File: src/rtl/alu_arbiter.sv
`default_nettype none
// ============================================================================
// Module      : alu_arbiter
// Description : Shares one clocked ALU between NUM_REQ requesters. One request
//               is granted per cycle. The granted operands are registered onto
//               the ALU ports. A tag pipeline matched to ALU_LATENCY routes each
//               result back to its owner as a one-cycle pulse.
// Build macro : ALU_ARB_FIXED_PRIO_EN - when defined, fixed priority is used and
//               the lowest index wins. When undefined, round-robin is used.
// Ports       : clock, reset        - rising-edge clock, sync active-high reset
//               req_valid/req_ready - per-requester handshake (ready one-hot)
//               req_a/req_b/req_op  - packed per-requester operands/opcode
//               alu_a_out/b_out/op_out - registered operands to the ALU
//               alu_result_in       - ALU result
//               resp_valid/resp_result - one-hot result pulse + data
//               busy                - any operation in flight or responding
//               issue_count         - accepted operations, wrapping 16 bits
// Revision    : 1.0 - initial release
// ============================================================================
module alu_arbiter #(
    parameter int NUM_REQ     = 4,
    parameter int DATA_W      = 8,
    parameter int OP_W        = 4,
    parameter int RES_W       = 16,
    parameter int ALU_LATENCY = 1
) (
    input  logic                      clock,
    input  logic                      reset,
    input  logic [NUM_REQ-1:0]        req_valid,
    output logic [NUM_REQ-1:0]        req_ready,
    input  logic [NUM_REQ*DATA_W-1:0] req_a,
    input  logic [NUM_REQ*DATA_W-1:0] req_b,
    input  logic [NUM_REQ*OP_W-1:0]   req_op,
    output logic [DATA_W-1:0]         alu_a_out,
    output logic [DATA_W-1:0]         alu_b_out,
    output logic [OP_W-1:0]           alu_op_out,
    input  logic [RES_W-1:0]          alu_result_in,
    output logic [NUM_REQ-1:0]        resp_valid,
    output logic [RES_W-1:0]          resp_result,
    output logic                      busy,
    output logic [15:0]               issue_count
);

    localparam int C_IDX_W  = (NUM_REQ > 1) ? $clog2(NUM_REQ) : 1;
    localparam int C_STAGES = ALU_LATENCY + 1;
    localparam int C_LAST   = ALU_LATENCY;
    localparam logic [NUM_REQ-1:0] C_ONE = {{(NUM_REQ-1){1'b0}}, 1'b1};

    logic                 w_grant_found;
    logic [C_IDX_W-1:0]   w_grant_idx;
    logic [C_IDX_W-1:0]   w_search_base;
    logic [C_IDX_W-1:0]   w_cand_idx;
    int                   w_cand;
    logic                 w_handshake;
    logic [DATA_W-1:0]    w_sel_a;
    logic [DATA_W-1:0]    w_sel_b;
    logic [OP_W-1:0]      w_sel_op;

    logic [DATA_W-1:0]    alu_a_q, alu_a_d;
    logic [DATA_W-1:0]    alu_b_q, alu_b_d;
    logic [OP_W-1:0]      alu_op_q, alu_op_d;
    logic [C_STAGES-1:0]  tag_vld_q, tag_vld_d;
    logic [C_IDX_W-1:0]   tag_idx_q [C_STAGES];
    logic [C_IDX_W-1:0]   tag_idx_d [C_STAGES];
    logic [NUM_REQ-1:0]   resp_valid_q, resp_valid_d;
    logic [RES_W-1:0]     resp_result_q, resp_result_d;
    logic [15:0]          issue_count_q, issue_count_d;

`ifdef ALU_ARB_FIXED_PRIO_EN
    assign w_search_base = '0;
`else
    logic [C_IDX_W-1:0]   rr_ptr_q, rr_ptr_d;
    assign w_search_base = rr_ptr_q;
`endif

    // Search ascending from the base index, wrapping modulo NUM_REQ.
    always_comb begin
        w_grant_found = 1'b0;
        w_grant_idx   = '0;
        w_cand        = 0;
        w_cand_idx    = '0;
        for (int off = 0; off < NUM_REQ; off++) begin
            w_cand = int'(w_search_base) + off;
            if (w_cand >= NUM_REQ) begin
                w_cand = w_cand - NUM_REQ;
            end
            w_cand_idx = C_IDX_W'(w_cand);
            if (!w_grant_found && req_valid[w_cand_idx]) begin
                w_grant_found = 1'b1;
                w_grant_idx   = w_cand_idx;
            end
        end
    end

    // No grant is offered while reset is held.
    assign w_handshake = w_grant_found & ~reset;
    assign req_ready   = w_handshake ? (C_ONE << w_grant_idx) : '0;

    always_comb begin
        w_sel_a  = '0;
        w_sel_b  = '0;
        w_sel_op = '0;
        for (int i = 0; i < NUM_REQ; i++) begin
            if (i == int'(w_grant_idx)) begin
                w_sel_a  = req_a[i*DATA_W +: DATA_W];
                w_sel_b  = req_b[i*DATA_W +: DATA_W];
                w_sel_op = req_op[i*OP_W +: OP_W];
            end
        end
    end

    always_comb begin
        alu_a_d       = w_handshake ? w_sel_a  : alu_a_q;
        alu_b_d       = w_handshake ? w_sel_b  : alu_b_q;
        alu_op_d      = w_handshake ? w_sel_op : alu_op_q;
        issue_count_d = issue_count_q + {15'd0, w_handshake};

        // The last tag stage lines up with alu_result_in for that operation.
        tag_vld_d[0] = w_handshake;
        tag_idx_d[0] = w_grant_idx;
        for (int k = 1; k < C_STAGES; k++) begin
            tag_vld_d[k] = tag_vld_q[k-1];
            tag_idx_d[k] = tag_idx_q[k-1];
        end

        if (tag_vld_q[C_LAST]) begin
            resp_valid_d  = C_ONE << tag_idx_q[C_LAST];
            resp_result_d = alu_result_in;
        end else begin
            resp_valid_d  = '0;
            resp_result_d = resp_result_q;
        end
    end

`ifndef ALU_ARB_FIXED_PRIO_EN
    always_comb begin
        rr_ptr_d = rr_ptr_q;
        if (w_handshake) begin
            rr_ptr_d = (w_grant_idx == C_IDX_W'(NUM_REQ-1)) ? '0
                                                            : w_grant_idx + C_IDX_W'(1);
        end
    end

    always_ff @(posedge clock) begin
        if (reset) begin
            rr_ptr_q <= '0;
        end else begin
            rr_ptr_q <= rr_ptr_d;
        end
    end
`endif

    always_ff @(posedge clock) begin
        if (reset) begin
            alu_a_q       <= '0;
            alu_b_q       <= '0;
            alu_op_q      <= '0;
            tag_vld_q     <= '0;
            resp_valid_q  <= '0;
            resp_result_q <= '0;
            issue_count_q <= '0;
            for (int k = 0; k < C_STAGES; k++) begin
                tag_idx_q[k] <= '0;
            end
        end else begin
            alu_a_q       <= alu_a_d;
            alu_b_q       <= alu_b_d;
            alu_op_q      <= alu_op_d;
            tag_vld_q     <= tag_vld_d;
            resp_valid_q  <= resp_valid_d;
            resp_result_q <= resp_result_d;
            issue_count_q <= issue_count_d;
            for (int k = 0; k < C_STAGES; k++) begin
                tag_idx_q[k] <= tag_idx_d[k];
            end
        end
    end

    assign alu_a_out   = alu_a_q;
    assign alu_b_out   = alu_b_q;
    assign alu_op_out  = alu_op_q;
    assign resp_valid  = resp_valid_q;
    assign resp_result = resp_result_q;
    assign issue_count = issue_count_q;
    assign busy        = (|tag_vld_q) | (|resp_valid_q);

endmodule
`default_nettype wire

File: config.mk
export PLATFORM = sky130hd
export DESIGN_NAME = alu_arbiter
export DESIGN_NICKNAME = d
export VERILOG_FILES = /design/src/rtl/alu_arbiter.sv
export SDC_FILE = /design/constraint.sdc
export NUM_CORES = 1
export LEC_CHECK = 0
export ABC_AREA = 1
export CAP_MARGIN = 0
export CORE_UTILIZATION = 30
export DETAILED_ROUTE_END_ITERATION = 6
export PLACE_DENSITY_LB_ADDON = 0.05
export SETUP_SLACK_MARGIN = 0.02
export SYNTH_ARGS = -nofsm -noshare
export SYNTH_HDL_FRONTEND = slang
export SYNTH_SLANG_ARGS = --single-unit
File: constraint.sdc
create_clock -name clock -period 2.25 [get_ports clock]
set_input_delay 0.45 -clock clock [delete_from_list [all_inputs] [get_ports clock]]
set_output_delay 0.45 -clock clock [all_outputs]
set_load 0.05 [all_outputs]
# == Word level (Yosys, flattened, before mapping) ==
# Memories as Yosys holds them, arrays and structs flattened.
# Cells that the tools add are included.
# op_classes
div_mod_pow,0
mul,0
n_lt_le_gt_ge,8
eq_ne,4
addsub,9
muxes,39
shift,2
bitwise,6
reduce_logical,10
# ops
op,n
$mux W8,8
$mux W2,11
$mux W4,5
$add A16 B1 Y16,1
$lt A2 B3 Y1 const B,4
$mux W1,11
$ge A3 B3 Y1 const B,3
$bmux W1 S2,4
$shl A1 B2 Y4 const A,2
$sub A2 B1 Y2 const B,4
$add A2 B2 Y3 const B,2
$eq A2 B2 Y1 const A,2
$reduce_or A2 Y1,2
$reduce_or A4 Y1,1
$add A2 B1 Y3 const B,1
$ge A2 B3 Y1 const B,1
$logic_and A1 B1 Y1,3
$logic_not A1 Y1,3
$or A1 B1 Y1,3
$add A2 B1 Y2 const B,1
$eq A1 B2 Y1 const A,1
$eq A2 B2 Y1 const B,1
$logic_not A2 Y1,1
$not A1 Y1,2
$and A1 B1 Y1,1
# totals
word_cells,87
memories,1
regBits,60
romBits,0
latchBits,0
input_bits,102
mem_bits_rw,4
# mem_list
name,words,width,rd,rd_clocked_by_memory_dff,wr,line,rtl
tag_idx_q,2,2,2,0,2,63,logic [C_IDX_W-1:0] tag_idx_q [C_STAGES];

# == Depth between registers and ports, before layout ==
# depth
depth_word,19
depth_mapped,22

# == Worst setup path before layout ==
# No wires, ideal clock.
# synth_timing
path_kind,input to output
from,input port req_valid[3]
to,output port req_ready[2]
t_arrival_ns,2.376
required_ns,1.800
cell_stages,12
setup_slack_ns,-0.576
cell_sequence,inv_1 nand2_1 nand3_1 nand2_1 nor2_4 nand3_4 buf_6 nand3_1 ha_1 inv_1 clkbuf_1 nor2_1
# synth_via
elab_chain_len,14
# synth_rtl
element,line,rtl
from (decl),29,"input logic [NUM_REQ-1:0] req_valid,"
$bmux W1 S2,88,if (!w_grant_found && req_valid[w_cand_idx]) begin
$mux W1 (not written as such),88,
$mux W1,88,
$logic_not A1 Y1,88,
$logic_and A1 B1 Y1,88,
$mux W1,88,
$logic_not A1 Y1,88,
$logic_and A1 B1 Y1,88,
$mux W1,88,
$logic_not A1 Y1,88,
$logic_and A1 B1 Y1,88,
$mux W2 / $mux W1 (equally long branches),88,
$shl A1 B2 Y4 / $and A1 B1 Y1 (equally long branches),"97, 96",
$mux W4 (*),97,assign req_ready = w_handshake ? (C_ONE << w_grant_idx) : '0;
to (decl),30,"output logic [NUM_REQ-1:0] req_ready,"
# Every way passes the cells marked *; elsewhere a longest branch is shown, timed or not. The select of a mux whose other input is x is not followed.

# == Final worst setup path ==
# layout_timing
from,register rr_ptr_q[0]
to,output port req_ready[1]
# layout_via
elab_chain_len,16
# layout_rtl
element,line,rtl
from (decl),72,"logic [C_IDX_W-1:0] rr_ptr_q, rr_ptr_d;"
from (signal assigned),148,rr_ptr_q <= rr_ptr_d;
"parallel branches: the longest is 15 deep, another holds $add A2 B1 Y3",--,
$mux W4 (*),97,
# Mark *: on every way between the ends. The select of a mux whose other input is x is not followed.

==> flow_summary.json <==
{
  "max_slew_margin_pct": 63.80,
  "root_buffer": "clkbuf_8",
  "final_util_pct": 60.08,
  "num_io_pins": 163,
  "diodes": 0,
  "yosysSeqAreaShare_pct": 39.26,
  "cp.buffers_inverters": 5,
  "async_reset_ff_share_pct": 0,
  "required_ns": 1.80,
  "multi_input_area_mm2": 0.002165,
  "numCtsBuffers": 9,
  "synth_top_area_share_pct": 39.26,
  "yosys_warnings": 0,
  "fin_crit_ns": 2.700,
  "antenna_left": 0,
  "fin_ws_ns": -0.4497,
  "synth_most_common_cell": "nand2_1",
  "final-max-slew-violation-count": 0,
  "layout.nets": 823,
  "cpPeakStageDelay_ns": 0.39,
  "nFillCells": 984,
  "yosys.area.top_type": "dfxtp_1",
  "yosys-top-cells-area": "dfxtp_1 (39%), nand2_1 (15%), nor2_1 (11%)",
  "violations": "negative setup slack",
  "synth-edff-count": 0,
  "crit_type": "register to output port",
  "cellPowerDensity_mw_per_mm2": 1670,
  "cp_top_family": "simple AND/OR/NAND/NOR gates",
  "gp_congestion": 0.8004,
  "synth_flop_cell": "dfxtp_1",
  "fmax_mhz": 370.4,
  "final.period_utilization_pct": 120.0,
  "critPathCaptureType": "output port",
  "place.port_buffers": 162,
  "die-height_um": 106.3,
  "syn_to_final_growth_pct": 91.79,
  "rsz0062_at_grt": "true",
  "worst_pin_slew_ns": 0.5414,
  "die_w_um": 106.3,
  "p_leak_nw": 2.768,
  "hold_end": "tag_idx_q[0][3]",
  "drtIter0Drc": 140,
  "start_util_pct": 31.33,
  "grt_max_degree": 48,
  "peakVddDrop_mv": 0.9213,
  "firstDrtPassIters": 4,
  "final-seq-area_mm2": 0.001289,
  "grt_pass1_wl_um": 16730,
  "drt_wl_total_um": 10860,
  "cap_violations": 0,
  "synth.distinct_cells": 28,
  "num_vias": 3872,
  "setup_viol": 37,
  "core_area_mm2": 0.01042,
  "worst_setup_path_start_kind": "register",
  "synth_fp_nets": 621,
  "antenna_found_initial": 0,
  "grt_use_met1_pct": 22.76,
  "cts_hold_buf": 0,
  "cp.arrival_ns": 2.25,
  "hpwl_um": 7340,
  "stdcell_count": 856,
  "min_path_cells": 2,
  "finalHoldViolCount": 0,
  "drc": 0,
  "worstPathMaxFanout": 6,
  "cpMostUsedCell": "nand2_2",
  "rows": 37,
  "hold_path_startpoint": "tag_idx_q[0][1]",
  "dieArea_mm2": 0.01130,
  "grt_pass1_vias": 3567,
  "cts.path.max_buffers": 2,
  "top_usage_layer": "met2",
  "drive_gt1_share_pct": 26.11,
  "r2r_cells": 22,
  "synth_common_cells": "nand2_1 (134), nor2_1 (92), o21ai_0 (66)",
  "status": "finished, violations left",
  "regToRegSetupSlack_ns": -0.36,
  "worstReg2RegEnd": "alu_a_out[1]",
  "cts_tree": "built",
  "wire_per_inst_um": 12.68,
  "fin_worst_skew_ns": 0.01020,
  "crit_slowest_cell": "dfxtp_4",
  "syn_area_per_cell_um2": 6.361,
  "vias_per_cell": 4.523,
  "clock_latency_ns": 0.34,
  "synthCells": 513,
  "reg2reg_from": "rr_ptr_q[0]",
  "path_clk_slew_ns": 0.07,
  "grt_util_met3_pct": 4.660,
  "placed_area_mm2": 0.005321,
  "grt_usage_pct": 18.62,
  "syn-cell-area_mm2": 0.003263,
  "overflow": 0,
  "path_cells": "buf_6, nand2_4, nand2_2, nand2_2, nand2_2, nor2_4, nand3_2, nand3_2, nand2_4, ha_4, buf_4, buf_12, inv_4, nor2_4, buf_12",
  "min_path_type": "register to register",
  "htreeDepth": 3,
  "fin_area_mm2": 0.006259,
  "cts_sinks": 64,
  "ys_ff_latch": 64,
  "grtUsageMet2_pct": 31.82,
  "place_inst": 808
}
==> logic make-up after synthesis <==
| logic type | synth area share (%) |
|---|---|
| AOI/OAI and AO/OA | 17.02 |
| and+or+nand+nor | 31.67 |
| DFF | 39.26 |
| adders and majority gates | 2.301 |
| buffers and inverters | 9.471 |
| xor gates and xnor gates | 0.2685 |
==> worst max path at each step <==
stage,start,to,slack (ns),depth (start not counted)
2_1_floorplan,rr_ptr_q[0],req_ready[2],-0.06,14
3_3_place_gp,req_valid[3],req_ready[1],-0.57,14
3_5_place_dp,req_valid[2],req_ready[1],-0.60,14
4_1_cts,rr_ptr_q[0],req_ready[0],-0.35,13
5_1_grt,rr_ptr_q[0],alu_op_out[0],-0.56,22
6_report,rr_ptr_q[0],req_ready[1],-0.45,15
==> layout make-up <==
class | instances | area share, %
flip-flops and latches | 64 | 20.59
repair buffers | 216 | 35.73
well taps | 136 | 2.719
repair inverters | 1 | 0.09996
clock buffers | 13 | 2.699
multi-input cells | 374 | 34.59
inverters | 49 | 3.339
clock inverters | 3 | 0.2399
==> worst reg2reg max path, delay by kind of cell (launching register included) <==
family                   cells  cell delay [ns]
AO/OA/AOI/OAI                2             0.14
adder cells (fa/ha/maj)      1             0.18
buffers and inverters        4             0.57
flip-flops                   1             0.39
AND/OR/NAND/NOR             15             1.27
==> placed cells by master, fill, tap and decap left out, types with 2 or more instances in the layout <==
cell type,n
inv_2,7
ha_4,6
buf_6,11
a21oi_2,13
clkdlybuf4s50_1,153
nand3_2,10
o21ai_2,11
a21oi_1,19
nand2_1,100
inv_4,6
nor2_1,83
nor2_4,9
buf_12,10
buf_4,35
clkinv_2,3
nand3_1,5
o21ai_0,20
nor3_2,2
clkbuf_8,12
nand2_4,10
nor2_2,2
nand2_2,26
clkbuf_16,2
dlygate4sd2_1,4
dfxtp_1,62
nand3_4,3
inv_1,34
dfxtp_4,2
o21ai_1,44
==> through the flow <==
stage / TNS, ns / hold WS [ns] / power, mW / setup WS (ns)
after floorplan: -0.9552 / 0.3883 / 5.661 / -0.06436
after global placement: -18.29 / 0.3970 / 7.379 / -0.5678
after detailed placement: -18.93 / 0.3966 / 7.403 / -0.5956
after CTS: -6.480 / 0.4134 / 9.500 / -0.3482
after global routing: -14.59 / 0.4232 / 11.30 / -0.5645
final: -8.855 / 0.4114 / 10.45 / -0.4497
==> layer usage <==
metal	vias up	part of all wire (%)
met5	-	0
met2	122	49
met3	8	6.9
met4	0	0.93
li1	2029	-
met1	1713	43
==> timing repair <==
| item | in CTS | in global routing |
|---|---|---|
| gates cloned | 2 | 2 |
| setup endpoints to repair | 35 | 36 |
| pin swaps | 16 | 11 |
| resized for setup | 100 | 71 |
| setup buffers | 16 | 12 |
==> state kept, by name (all words and copies together) (netlist names) <==
signal       flops
issue_count     16
resp_result     16
alu_a_out        8
alu_b_out        8
alu_op_out       4
resp_valid       4
tag_idx_q        4
rr_ptr_q         2
tag_vld_q        2
==> power breakdown <==
group | switching [mW] | internal, mW
clock | 0.422 | 0.485
sequential | 0.150 | 1.40
combinational | 4.40 | 3.59
total | 4.97 | 5.48
Power figures use the tool's default switching activity.
